$ cat src/rtl/msx_slot_expander_if.sv
// CPU-side bus of the slot expander: T80 memory strobes in, FFFFh readback,
// write-block and memory-request pulse out.
interface msx_slot_expander_if;
  logic [15:0] cpu_addr;
  logic [7:0]  cpu_dout;
  logic        cpu_mreq;
  logic        cpu_rd;
  logic        cpu_wr;
  logic        cpu_m1;
  logic [7:0]  sub_d;
  logic        sub_oe;
  logic        slot_wr_block;
  logic        mem_req;

  modport master (
    output cpu_addr, cpu_dout, cpu_mreq, cpu_rd, cpu_wr, cpu_m1,
    input  sub_d, sub_oe, slot_wr_block, mem_req
  );

  modport slave (
    input  cpu_addr, cpu_dout, cpu_mreq, cpu_rd, cpu_wr, cpu_m1,
    output sub_d, sub_oe, slot_wr_block, mem_req
  );
endinterface

$ cat src/rtl/msx_slot_expander.sv
// MSX primary/secondary slot decoder with per-slot FFFFh subslot registers.
// Optional macro SUBSLOT_READBACK_EN enables the inverted FFFFh readback path.
module msx_slot_expander #(
  parameter logic [3:0] EXP_DEFAULT = 4'b0000
) (
  input  logic                      clk21m,
  input  logic                      reset_n,
  msx_slot_expander_if.slave        bus,
  input  logic                      ppi_cs,
  input  logic [7:0]                ppi_port_a,
  input  logic                      cfg_load,
  input  logic [3:0]                cfg_expanded,
  output logic [1:0]                active_slot,
  output logic [1:0]                active_subslot,
  output logic                      map_valid
);

  logic            r_map_valid;
  logic            r_ack;
  logic [3:0]      r_exp;
  logic [3:0][7:0] w_sub_all;
  logic [1:0]      w_page;
  logic [1:0]      w_pri;
  logic [1:0]      w_pri_p3;
  logic [7:0]      w_sub_sel;
  logic [7:0]      w_sub_p3;
  logic            w_ffff_hit;
  logic            w_wr_hit;
  logic            w_load;

  assign w_page     = bus.cpu_addr[15:14];
  assign w_pri      = r_map_valid ? ppi_port_a[{w_page, 1'b0} +: 2] : 2'd0;
  assign w_pri_p3   = r_map_valid ? ppi_port_a[7:6] : 2'd0;
  assign w_sub_sel  = w_sub_all[w_pri];
  assign w_sub_p3   = w_sub_all[w_pri_p3];

  assign active_slot    = w_pri;
  assign active_subslot = r_exp[w_pri] ? w_sub_sel[{w_page, 1'b0} +: 2] : 2'd0;
  assign map_valid      = r_map_valid;

  // The register is addressed in whatever slot page 3 currently maps to.
  assign w_ffff_hit = (bus.cpu_addr == 16'hFFFF) & bus.cpu_mreq &
                      r_exp[w_pri_p3] & ~bus.cpu_m1;
  assign w_wr_hit   = w_ffff_hit & bus.cpu_wr;
  assign w_load     = w_wr_hit & ~r_ack;

  // Strobe-driven outputs are gated by reset so they drop the moment reset asserts.
  assign bus.slot_wr_block = reset_n & w_wr_hit;
  assign bus.mem_req       = reset_n & bus.cpu_mreq & (bus.cpu_rd | bus.cpu_wr) & ~r_ack;

`ifdef SUBSLOT_READBACK_EN
  logic w_rd_hit;
  assign w_rd_hit   = reset_n & w_ffff_hit & bus.cpu_rd;
  assign bus.sub_oe = w_rd_hit;
  assign bus.sub_d  = w_rd_hit ? ~w_sub_p3 : 8'hFF;
`else
  logic [7:0] w_unused_sub;
  assign w_unused_sub = w_sub_p3;
  assign bus.sub_oe   = 1'b0;
  assign bus.sub_d    = 8'hFF;
`endif

  always_ff @(posedge clk21m or negedge reset_n) begin
    if (!reset_n) begin
      r_map_valid <= 1'b0;
      r_ack       <= 1'b0;
      r_exp       <= EXP_DEFAULT;
    end else begin
      if (ppi_cs)
        r_map_valid <= 1'b1;
      if (!bus.cpu_mreq)
        r_ack <= 1'b0;
      else if (bus.cpu_rd | bus.cpu_wr)
        r_ack <= 1'b1;
      if (cfg_load)
        r_exp <= cfg_expanded;
    end
  end

  genvar gi;
  generate
    for (gi = 0; gi < 4; gi++) begin : g_sub
      logic [7:0] r_sub;
      // A slot being removed from the mask is cleared even if written this edge.
      always_ff @(posedge clk21m or negedge reset_n) begin
        if (!reset_n)
          r_sub <= 8'h00;
        else if (cfg_load && !cfg_expanded[gi])
          r_sub <= 8'h00;
        else if (w_load && (w_pri_p3 == 2'(gi)))
          r_sub <= bus.cpu_dout;
      end
      assign w_sub_all[gi] = r_sub;
    end
  endgenerate

endmodule

$ cat src/flat_wrapper.sv
// flat-port wrapper written by rule: the top's interface ports become plain ports
module msx_slot_expander_flat 
#(
  parameter logic [3:0] EXP_DEFAULT = 4'b0000
)
  (clk21m, reset_n, ppi_cs, ppi_port_a, cfg_load, cfg_expanded, active_slot, active_subslot, map_valid, bus_cpu_addr, bus_cpu_dout, bus_cpu_mreq, bus_cpu_rd, bus_cpu_wr, bus_cpu_m1, bus_sub_d, bus_sub_oe, bus_slot_wr_block, bus_mem_req);
  msx_slot_expander_if bus_i ();
  input  logic clk21m;
  input  logic reset_n;
  input  logic ppi_cs;
  input  logic [7:0] ppi_port_a;
  input  logic cfg_load;
  input  logic [3:0] cfg_expanded;
  output logic [1:0] active_slot;
  output logic [1:0] active_subslot;
  output logic map_valid;
  input wire logic [$bits(bus_i.cpu_addr)-1:0] bus_cpu_addr;
  input wire logic [$bits(bus_i.cpu_dout)-1:0] bus_cpu_dout;
  input wire logic [$bits(bus_i.cpu_mreq)-1:0] bus_cpu_mreq;
  input wire logic [$bits(bus_i.cpu_rd)-1:0] bus_cpu_rd;
  input wire logic [$bits(bus_i.cpu_wr)-1:0] bus_cpu_wr;
  input wire logic [$bits(bus_i.cpu_m1)-1:0] bus_cpu_m1;
  output wire logic [$bits(bus_i.sub_d)-1:0] bus_sub_d;
  output wire logic [$bits(bus_i.sub_oe)-1:0] bus_sub_oe;
  output wire logic [$bits(bus_i.slot_wr_block)-1:0] bus_slot_wr_block;
  output wire logic [$bits(bus_i.mem_req)-1:0] bus_mem_req;
  assign bus_i.cpu_addr = bus_cpu_addr;
  assign bus_i.cpu_dout = bus_cpu_dout;
  assign bus_i.cpu_mreq = bus_cpu_mreq;
  assign bus_i.cpu_rd = bus_cpu_rd;
  assign bus_i.cpu_wr = bus_cpu_wr;
  assign bus_i.cpu_m1 = bus_cpu_m1;
  assign bus_sub_d = bus_i.sub_d;
  assign bus_sub_oe = bus_i.sub_oe;
  assign bus_slot_wr_block = bus_i.slot_wr_block;
  assign bus_mem_req = bus_i.mem_req;
  msx_slot_expander #(.EXP_DEFAULT(EXP_DEFAULT)) u_core (.clk21m(clk21m), .reset_n(reset_n), .bus(bus_i), .ppi_cs(ppi_cs), .ppi_port_a(ppi_port_a), .cfg_load(cfg_load), .cfg_expanded(cfg_expanded), .active_slot(active_slot), .active_subslot(active_subslot), .map_valid(map_valid));
endmodule
$ cat config.mk
export PLATFORM = sky130hd
export DESIGN_NAME = msx_slot_expander_flat
export DESIGN_NICKNAME = d
export VERILOG_FILES = /design/src/rtl/msx_slot_expander_if.sv /design/src/rtl/msx_slot_expander.sv /design/src/flat_wrapper.sv
export SDC_FILE = /design/constraint.sdc
export NUM_CORES = 1
export LEC_CHECK = 0
export ABC_CLOCK_PERIOD_IN_PS = 3400
export CORE_UTILIZATION = 52
export DETAILED_ROUTE_END_ITERATION = 10
export HOLD_SLACK_MARGIN = 0.08
export PLACE_DENSITY = 0.89
export SYNTH_ARGS = -nofsm -noshare
export SYNTH_HDL_FRONTEND = slang
export SYNTH_SLANG_ARGS = --single-unit
$ cat constraint.sdc
create_clock -name clk21m -period 3.4 [get_ports clk21m]
set_input_delay 0.51 -clock clk21m [delete_from_list [all_inputs] [get_ports clk21m]]
set_output_delay 0.51 -clock clk21m [all_outputs]
set_load 0.005 [all_outputs]
* Word level (Yosys, flattened, before mapping)
Cells that the tools add are included.
Storage, ports and cells: output and inout port bits 16, register bits 38, bits of input ports 44, logic and storage cells 64
Operators by class: bitwise logic cells 12, magnitude comparators 2, equality and inequality tests 5, shift operators 2, muxes and demuxes 19, reduce and logical (&&, ||, !) cells 17
Operators with widths (count):
- $mux 8 | 9
- $bmux 8 s2 | 1
- $eq 16x16->1 const B | 1
- $shiftx 8x4->2 | 2
- $and 1x1->1 | 9
- $logic_and 1x1->1 | 8
- $reduce_bool 2->1 | 4
- $lt 2x3->1 const B | 2
- $mux 2 | 3
- $bmux 1 s2 | 2
- $eq 2x2->1 const B | 2
- $logic_not 1->1 | 4
- $mux 1 | 4
- $eq 2x1->1 const B | 1
- $logic_not 2->1 | 1
- $ne 2x1->1 const B | 1
- $not 1->1 | 2
- $or 1x1->1 | 1

* Logic depth before layout (Yosys ltp)
depth in word-level cells 10, depth in mapped cells 8, mapped depth without buffers 7

* Least setup slack after synthesis
No wires, ideal clock.
path kind input to output, from in ppi_port_a[6], to out active_subslot[1], path buffers 1, stages 8, arrival 1.976 ns, slack 0.914 ns, data required time 2.890 ns, cell sequence buf_4 > mux2i_1 > o22a_1 > inv_2 > mux2i_1 > a211oi_1 > nor3_1 > a311oi_1
On the way: word-level cells in the longest chain between the ends 6, elaborated cells between the ends (all ways) 8, those cells by class shift (2); mux (6)
Ends and longest elaborated chain:
- from (decl) | RTL line flat_wrapper.sv:11 | input logic [7:0] ppi_port_a;
- $shiftx 8x4->2 (*) | RTL line msx_slot_expander.sv:32 | assign w_pri = r_map_valid ? ppi_port_a[{w_page, 1'b0} +: 2] : 2'd0;
- $mux 2 (*) | RTL line msx_slot_expander.sv:32
- via active_slot[0] | RTL line flat_wrapper.sv:14 | output logic [1:0] active_slot;
- $bmux 8 s2 | RTL line msx_slot_expander.sv:34 | assign w_sub_sel = w_sub_all[w_pri];
- $mux 8 (implied by the code) | RTL line msx_slot_expander.sv:34
- $shiftx 8x4->2 | RTL line msx_slot_expander.sv:38 | assign active_subslot = r_exp[w_pri] ? w_sub_sel[{w_page, 1'b0} +: 2] : 2'd0;
- $mux 2 (*) | RTL line msx_slot_expander.sv:38
- to (decl) | RTL line flat_wrapper.sv:15 | output logic [1:0] active_subslot;
Mark *: on every way through the listed nets, which the timed path passes. The rest lies on a longest branch. The select of a mux whose other input is x is not followed.

* Worst setup path in the final report
from in ppi_port_a[2], to out active_subslot[1]
On the way: word-level cells in the longest chain between the ends 6, elaborated cells between the ends (all ways) 8, those cells by class shift (2); mux (6)
Ends and longest elaborated chain (RTL line):
- $shiftx 8x4->2 (*) | msx_slot_expander.sv:32
- $mux 2 (*) | msx_slot_expander.sv:32
- $bmux 8 s2 | msx_slot_expander.sv:34
- $mux 8 (implied by the code) | msx_slot_expander.sv:34
- $shiftx 8x4->2 | msx_slot_expander.sv:38
- $mux 2 (*) | msx_slot_expander.sv:38
Every way passes the cells marked *; elsewhere a longest branch is shown, timed or not. The select of a mux whose other input is x is not followed.

==> impl_results.html <==
<table>
<tr><th>Metric</th><th>Value</th></tr>
<tr><th colspan="2">Status</th></tr>
<tr><td>Outcome</td><td>complete, no violations</td></tr>
<tr><th colspan="2">Setup path</th></tr>
<tr><td>Largest fanout on the critical path</td><td>7</td></tr>
<tr><td>Worst Setup End Kind</td><td>output port</td></tr>
<tr><td>Critical path's largest stage delay</td><td>550 ps</td></tr>
<tr><td>Worst path cell trace</td><td>clkdlybuf4s50_1 -&gt; mux2i_2 -&gt; o22a_1 -&gt; inv_2 -&gt; mux2i_1 -&gt; a211oi_2 -&gt; nor3_1 -&gt; a311oi_1 -&gt; clkdlybuf4s50_1</td></tr>
<tr><td>Worst-case register-to-register setup slack</td><td>1050 ps</td></tr>
<tr><td>Category of the worst setup path launch point</td><td>input port</td></tr>
<tr><td>Startpoint-to-endpoint class of the critical path</td><td>in2out</td></tr>
<tr><td>Highest-delay cell along the critical path</td><td>sky130_fd_sc_hd__clkdlybuf4s50_1</td></tr>
<tr><td>Worst path required time</td><td>2890 ps</td></tr>
<tr><td>Cell repeated most along the worst path</td><td>sky130_fd_sc_hd__clkdlybuf4s50_1</td></tr>
<tr><td>Critical Path AT</td><td>2800 ps</td></tr>
<tr><th colspan="2">Final layout</th></tr>
<tr><td>Count of antenna diodes in the layout</td><td>0</td></tr>
<tr><td>Top library cells by usage in the layout, fill and taps aside</td><td>sky130_fd_sc_hd__clkdlybuf4s50_1 (46), sky130_fd_sc_hd__mux2i_1 (39), sky130_fd_sc_hd__dfrtp_1 (38)</td></tr>
<tr><td>Number of nets at the end of the flow</td><td>326</td></tr>
<tr><td>Register Area</td><td>951 um^2</td></tr>
<tr><td>Number of non-filler instances in the completed layout</td><td>around 330</td></tr>
<tr><td>Share of layout cells above drive strength 1</td><td>0.166</td></tr>
<tr><td>Utilization after layout</td><td>0.735</td></tr>
<tr><td>Area of combinational cells with multiple inputs</td><td>1190 um^2</td></tr>
<tr><td>Leading cell type in the layout, fill and taps excluded</td><td>sky130_fd_sc_hd__clkdlybuf4s50_1</td></tr>
<tr><td>Number of inserted filler cells in the final layout</td><td>306</td></tr>
<tr><td>Growth of design area from synthesis to finish</td><td>32.9%</td></tr>
<tr><th colspan="2">Floorplanning</th></tr>
<tr><td>Die area</td><td>~4600 um^2</td></tr>
<tr><td>Effective utilization at floorplan</td><td>0.553</td></tr>
<tr><td>Site row count</td><td>23</td></tr>
<tr><td>Die width</td><td>67.7 um</td></tr>
<tr><td>Ports</td><td>60</td></tr>
<tr><td>Die Ht</td><td>67.7 um</td></tr>
<tr><td>Placeable core region</td><td>4060 um^2</td></tr>
<tr><th colspan="2">Synth</th></tr>
<tr><td>Parity-gate share of the synthesized area counting xor and xnor cells</td><td>0</td></tr>
<tr><td>Syn Std Cell Area</td><td>between 2000 and 2500 um^2</td></tr>
<tr><td>Number of warnings reported in the yosys synthesis log</td><td>0</td></tr>
<tr><td>Number of synthesized register bits</td><td>38</td></tr>
<tr><td>Sequential-to-total area share from yosys stat</td><td>0.424</td></tr>
<tr><td>Main flop type after synthesis</td><td>sky130_fd_sc_hd__dfrtp_1</td></tr>
<tr><td>Adder-Cell Fraction of Synth Area</td><td>0</td></tr>
<tr><td>Synth Area per Inst</td><td>10.4 um^2</td></tr>
<tr><td>Synth Area in Compound Gates</td><td>0.142</td></tr>
<tr><td>Share of synthesized registers carrying an async set or reset</td><td>1.00</td></tr>
<tr><td>Leading post-synthesis cells by cell area</td><td>sky130_fd_sc_hd__dfrtp_1 (42%), sky130_fd_sc_hd__mux2i_1 (18%), sky130_fd_sc_hd__nor2_1 (4.7%)</td></tr>
<tr><td>Number of distinct standard cells referenced by the synthesized netlist</td><td>44</td></tr>
<tr><td>Main combinational cell family by area after synthesis</td><td>multiplexers</td></tr>
<tr><td>Instance count of the mapped netlist</td><td>215</td></tr>
<tr><td>Simple-gate share of the synthesized area</td><td>0.156</td></tr>
<tr><td>Post-synth EDFFs</td><td>0</td></tr>
<tr><td>Fraction of synthesized area in multiplexers</td><td>0.209</td></tr>
<tr><td>Portion of synthesized cell area occupied by the leading cell type</td><td>0.424</td></tr>
<tr><td>Dominant cell type by area after synthesis</td><td>sky130_fd_sc_hd__dfrtp_1</td></tr>
<tr><th colspan="2">CTS</th></tr>
<tr><td>Post-CTS Setup Inserts</td><td>0</td></tr>
<tr><td>CTS Buffer Depth</td><td>2</td></tr>
<tr><td>Clock tree from TritonCTS</td><td>yes</td></tr>
<tr><td>Clock tree root driver cell</td><td>sky130_fd_sc_hd__clkbuf_8</td></tr>
<tr><td>Number of sinks handled by clock tree synthesis</td><td>38</td></tr>
<tr><td>H-Tree Level Count</td><td>2</td></tr>
<tr><td>Later-pin clock latency in the skew report</td><td>290 ps</td></tr>
<tr><td>Clk slew on worst S/H paths</td><td>roughly 70 ps</td></tr>
<tr><td>Clock buffer count from CTS</td><td>5</td></tr>
<tr><th colspan="2">Route</th></tr>
<tr><td>Drt first pass iters</td><td>4</td></tr>
<tr><td>Highest routing layer actually used</td><td>met4</td></tr>
<tr><td>Drc violations</td><td>0</td></tr>
<tr><td>Met2 wire len</td><td>2.75 mm</td></tr>
<tr><td>Mean routed wirelength per cell</td><td>17.7 um</td></tr>
<tr><td>Via density per instance</td><td>5.84</td></tr>
<tr><td>Count of routing violations after the opening detailed-route iteration</td><td>127</td></tr>
<tr><td>Wire length reported by the detailed router</td><td>5.88 mm</td></tr>
<tr><td>M1 WL</td><td>2.53 mm</td></tr>
<tr><td>Detail Route met3 WL</td><td>517 um</td></tr>
<tr><td>Total number of vias</td><td>1944</td></tr>
<tr><td>Residual antenna-violating net count after detailed routing</td><td>0</td></tr>
<tr><th colspan="2">Job</th></tr>
<tr><td>MaxCap Viol Count</td><td>0</td></tr>
<tr><th colspan="2">GRT</th></tr>
<tr><td>Final global-route overflow total</td><td>0</td></tr>
<tr><td>Pin count of the biggest net entering global routing</td><td>36</td></tr>
<tr><td>Global router's overall resource usage</td><td>0.287</td></tr>
<tr><td>Number of antenna violations at the first check in global routing</td><td>0</td></tr>
<tr><td>Number of global-route vias before repair</td><td>1974</td></tr>
<tr><td>Wire length of the first global-routing pass</td><td>9.28 mm</td></tr>
<tr><th colspan="2">Power</th></tr>
<tr><td>Switching share of power</td><td>0.256</td></tr>
<tr><td>Max rail drop VDD</td><td>0.000238 V</td></tr>
<tr><td>Cell internal pwr</td><td>slightly above 0.0007 W</td></tr>
<tr><td>Cell Pwr Density</td><td>327 nW/um^2</td></tr>
<tr><td>P_leak</td><td>between 1 and 1.5 nW</td></tr>
<tr><td>Total Power</td><td>0.000974 W</td></tr>
<tr><td>Net Switching</td><td>between 0.0002 and 0.00025 W</td></tr>
<tr><td>Clk network pwr share</td><td>0.323</td></tr>
<tr><td>Combinational share of power</td><td>0.203</td></tr>
<tr><td>Power share of the sequential group</td><td>0.474</td></tr>
<tr><th colspan="2">Placement</th></tr>
<tr><td>Buffers on Ports</td><td>50</td></tr>
<tr><td>Post-placement worst setup slack</td><td>-132 ps</td></tr>
<tr><td>Final weighted congestion in routability-driven placement</td><td>0.931</td></tr>
<tr><td>Detailed placer's ending HPWL</td><td>between 4 and 5 mm</td></tr>
<tr><td>Placed insts</td><td>about 320</td></tr>
<tr><th colspan="2">Timing</th></tr>
<tr><td>Maximum frequency from static timing analysis</td><td>slightly above 300 MHz</td></tr>
<tr><td>Post-route minimum period</td><td>3310 ps</td></tr>
<tr><td>Endpoints failing setup</td><td>0</td></tr>
<tr><td>Final setup slack of the worst path</td><td>91.8 ps</td></tr>
<tr><td>Count of final max-slew check failures</td><td>0</td></tr>
<tr><td>Final Hold Viols</td><td>0</td></tr>
<tr><td>Crit share post-route</td><td>0.973</td></tr>
<tr><td>Max transition margin</td><td>0.492</td></tr>
<tr><td>Hold_ws</td><td>507 ps</td></tr>
<tr><td>Least-Margin Pin Slew</td><td>760 ps</td></tr>
<tr><td>Setup repair after global routing missed its margin</td><td>no</td></tr>
<tr><td>Clock tree skew after final layout</td><td>6.21 ps</td></tr>
<tr><th colspan="2">Hold path</th></tr>
<tr><td>Worst min-delay path class</td><td>reg2reg</td></tr>
</table>
==> synthesized netlist by cell type (2+ instances only) <==
library cell and count:
sky130_fd_sc_hd__buf_1 3, sky130_fd_sc_hd__or2_2 2, sky130_fd_sc_hd__nor3_1 2, sky130_fd_sc_hd__a22oi_1 2
sky130_fd_sc_hd__conb_1 2, sky130_fd_sc_hd__nand4_1 3, sky130_fd_sc_hd__clkbuf_1 2, sky130_fd_sc_hd__o21ai_0 6
sky130_fd_sc_hd__o21ai_1 2, sky130_fd_sc_hd__dfrtp_1 38, sky130_fd_sc_hd__nand2_1 11, sky130_fd_sc_hd__a211oi_1 2
sky130_fd_sc_hd__o22a_1 2, sky130_fd_sc_hd__a22o_1 8, sky130_fd_sc_hd__a21oi_1 5, sky130_fd_sc_hd__inv_1 6
sky130_fd_sc_hd__nand3_1 2, sky130_fd_sc_hd__nor3_4 2, sky130_fd_sc_hd__nor2b_1 5, sky130_fd_sc_hd__nor2_1 28
sky130_fd_sc_hd__or3_1 2, sky130_fd_sc_hd__buf_4 10, sky130_fd_sc_hd__mux2_2 6, sky130_fd_sc_hd__o211ai_1 3
sky130_fd_sc_hd__a221oi_1 2, sky130_fd_sc_hd__mux2i_1 40, sky130_fd_sc_hd__buf_6 2
==> worst paths after layout <==
kind,to,startpoint,cells past startpoint
setup reg to reg,u_core.g_sub[3].r_sub[1]$_DFFE_PN0P_,u_core.map_valid$_DFFE_PN0P_,6
hold / removal,u_core.g_sub[0].r_sub[7]$_DFFE_PN0P_,u_core.g_sub[0].r_sub[7]$_DFFE_PN0P_,1
hold reg to reg,u_core.g_sub[0].r_sub[7]$_DFFE_PN0P_,u_core.g_sub[0].r_sub[7]$_DFFE_PN0P_,1
setup / recovery,active_subslot[1],ppi_port_a[2],9
max in group asynchronous,u_core.g_sub[2].r_sub[3]$_DFFE_PN0P_,reset_n,3
min in group asynchronous,u_core.r_exp[1]$_DFFE_PN0P_,reset_n,2
==> logic make-up (layout without fill, tap and decap cells) <==
logic type / count (synthesis) / count (layout)
other: 2 / 9
flip-flops: 38 / 38
buffers and inverters: 25 / 86
multiplexers: 46 / 46
AND/OR/NAND/NOR: 63 / 63
AO/OA/AOI/OAI: 41 / 41
==> per-layer routing <==
metal | track usage | vias up
met1 | 0.362 | 958
li1 | - | 890
met4 | 0.146 | 0
met3 | 0.0473 | 9
met5 | 0 | -
met2 | 0.469 | 87
==> power groups by stage <==
stage,registers (W),logic (W),clock network (W)
finish,0.000462,0.000197,0.000315
detailed placement,0.000471,0.000192,0
CTS,0.000462,0.000195,0.000319
floorplan,0.000469,0.0000868,0
global route,0.000463,0.000213,0.000338
global placement,0.000471,0.000189,0
==> cell type report <==
class,count,share of cell area
Inverter,7,0.00882
Clock inverter,1,0.00168
Timing Repair Buffer,71,0.221
Multi-Input combinational cell,159,0.399
Clock buffer,7,0.0290
Tap cell,50,0.0210
Sequential cell,38,0.319
==> registers in the layout, indices dropped and copies added, names as in the netlist <==
signal,flops
u_core.g_sub.r_sub,32
u_core.map_valid,1
u_core.r_exp,4
u_core.r_ack,1
==> per-stage QoR <==
| step | TNS (ps) | cell area [um^2] |
|---|---|---|
| 2_1_floorplan | 0 | 2270 |
| 3_3_place_gp | -113 | 2860 |
| 3_5_place_dp | -220 | 2860 |
| 4_1_cts | 0 | 2960 |
| 5_1_grt | 0 | 2980 |
| 6_report | 0 | 2980 |
==> repair_timing <==
action / in CTS / in global routing
pin swaps: 0 / 1
gates resized for setup: 3 / 4
hold endpoints to repair: 3 / 0
hold buffers: 1 / 0
endpoints found under the setup margin: 2 / 2
gates cloned: 0 / 0
==> critical path: cells and delay by family <==
kind / cells / cell delay, ps
compound gates: 3 / 710
buf+inv: 3 / 1090
simple gates: 1 / 90
mux: 2 / 390
No activity file was read; power rests on OpenSTA's default activity.
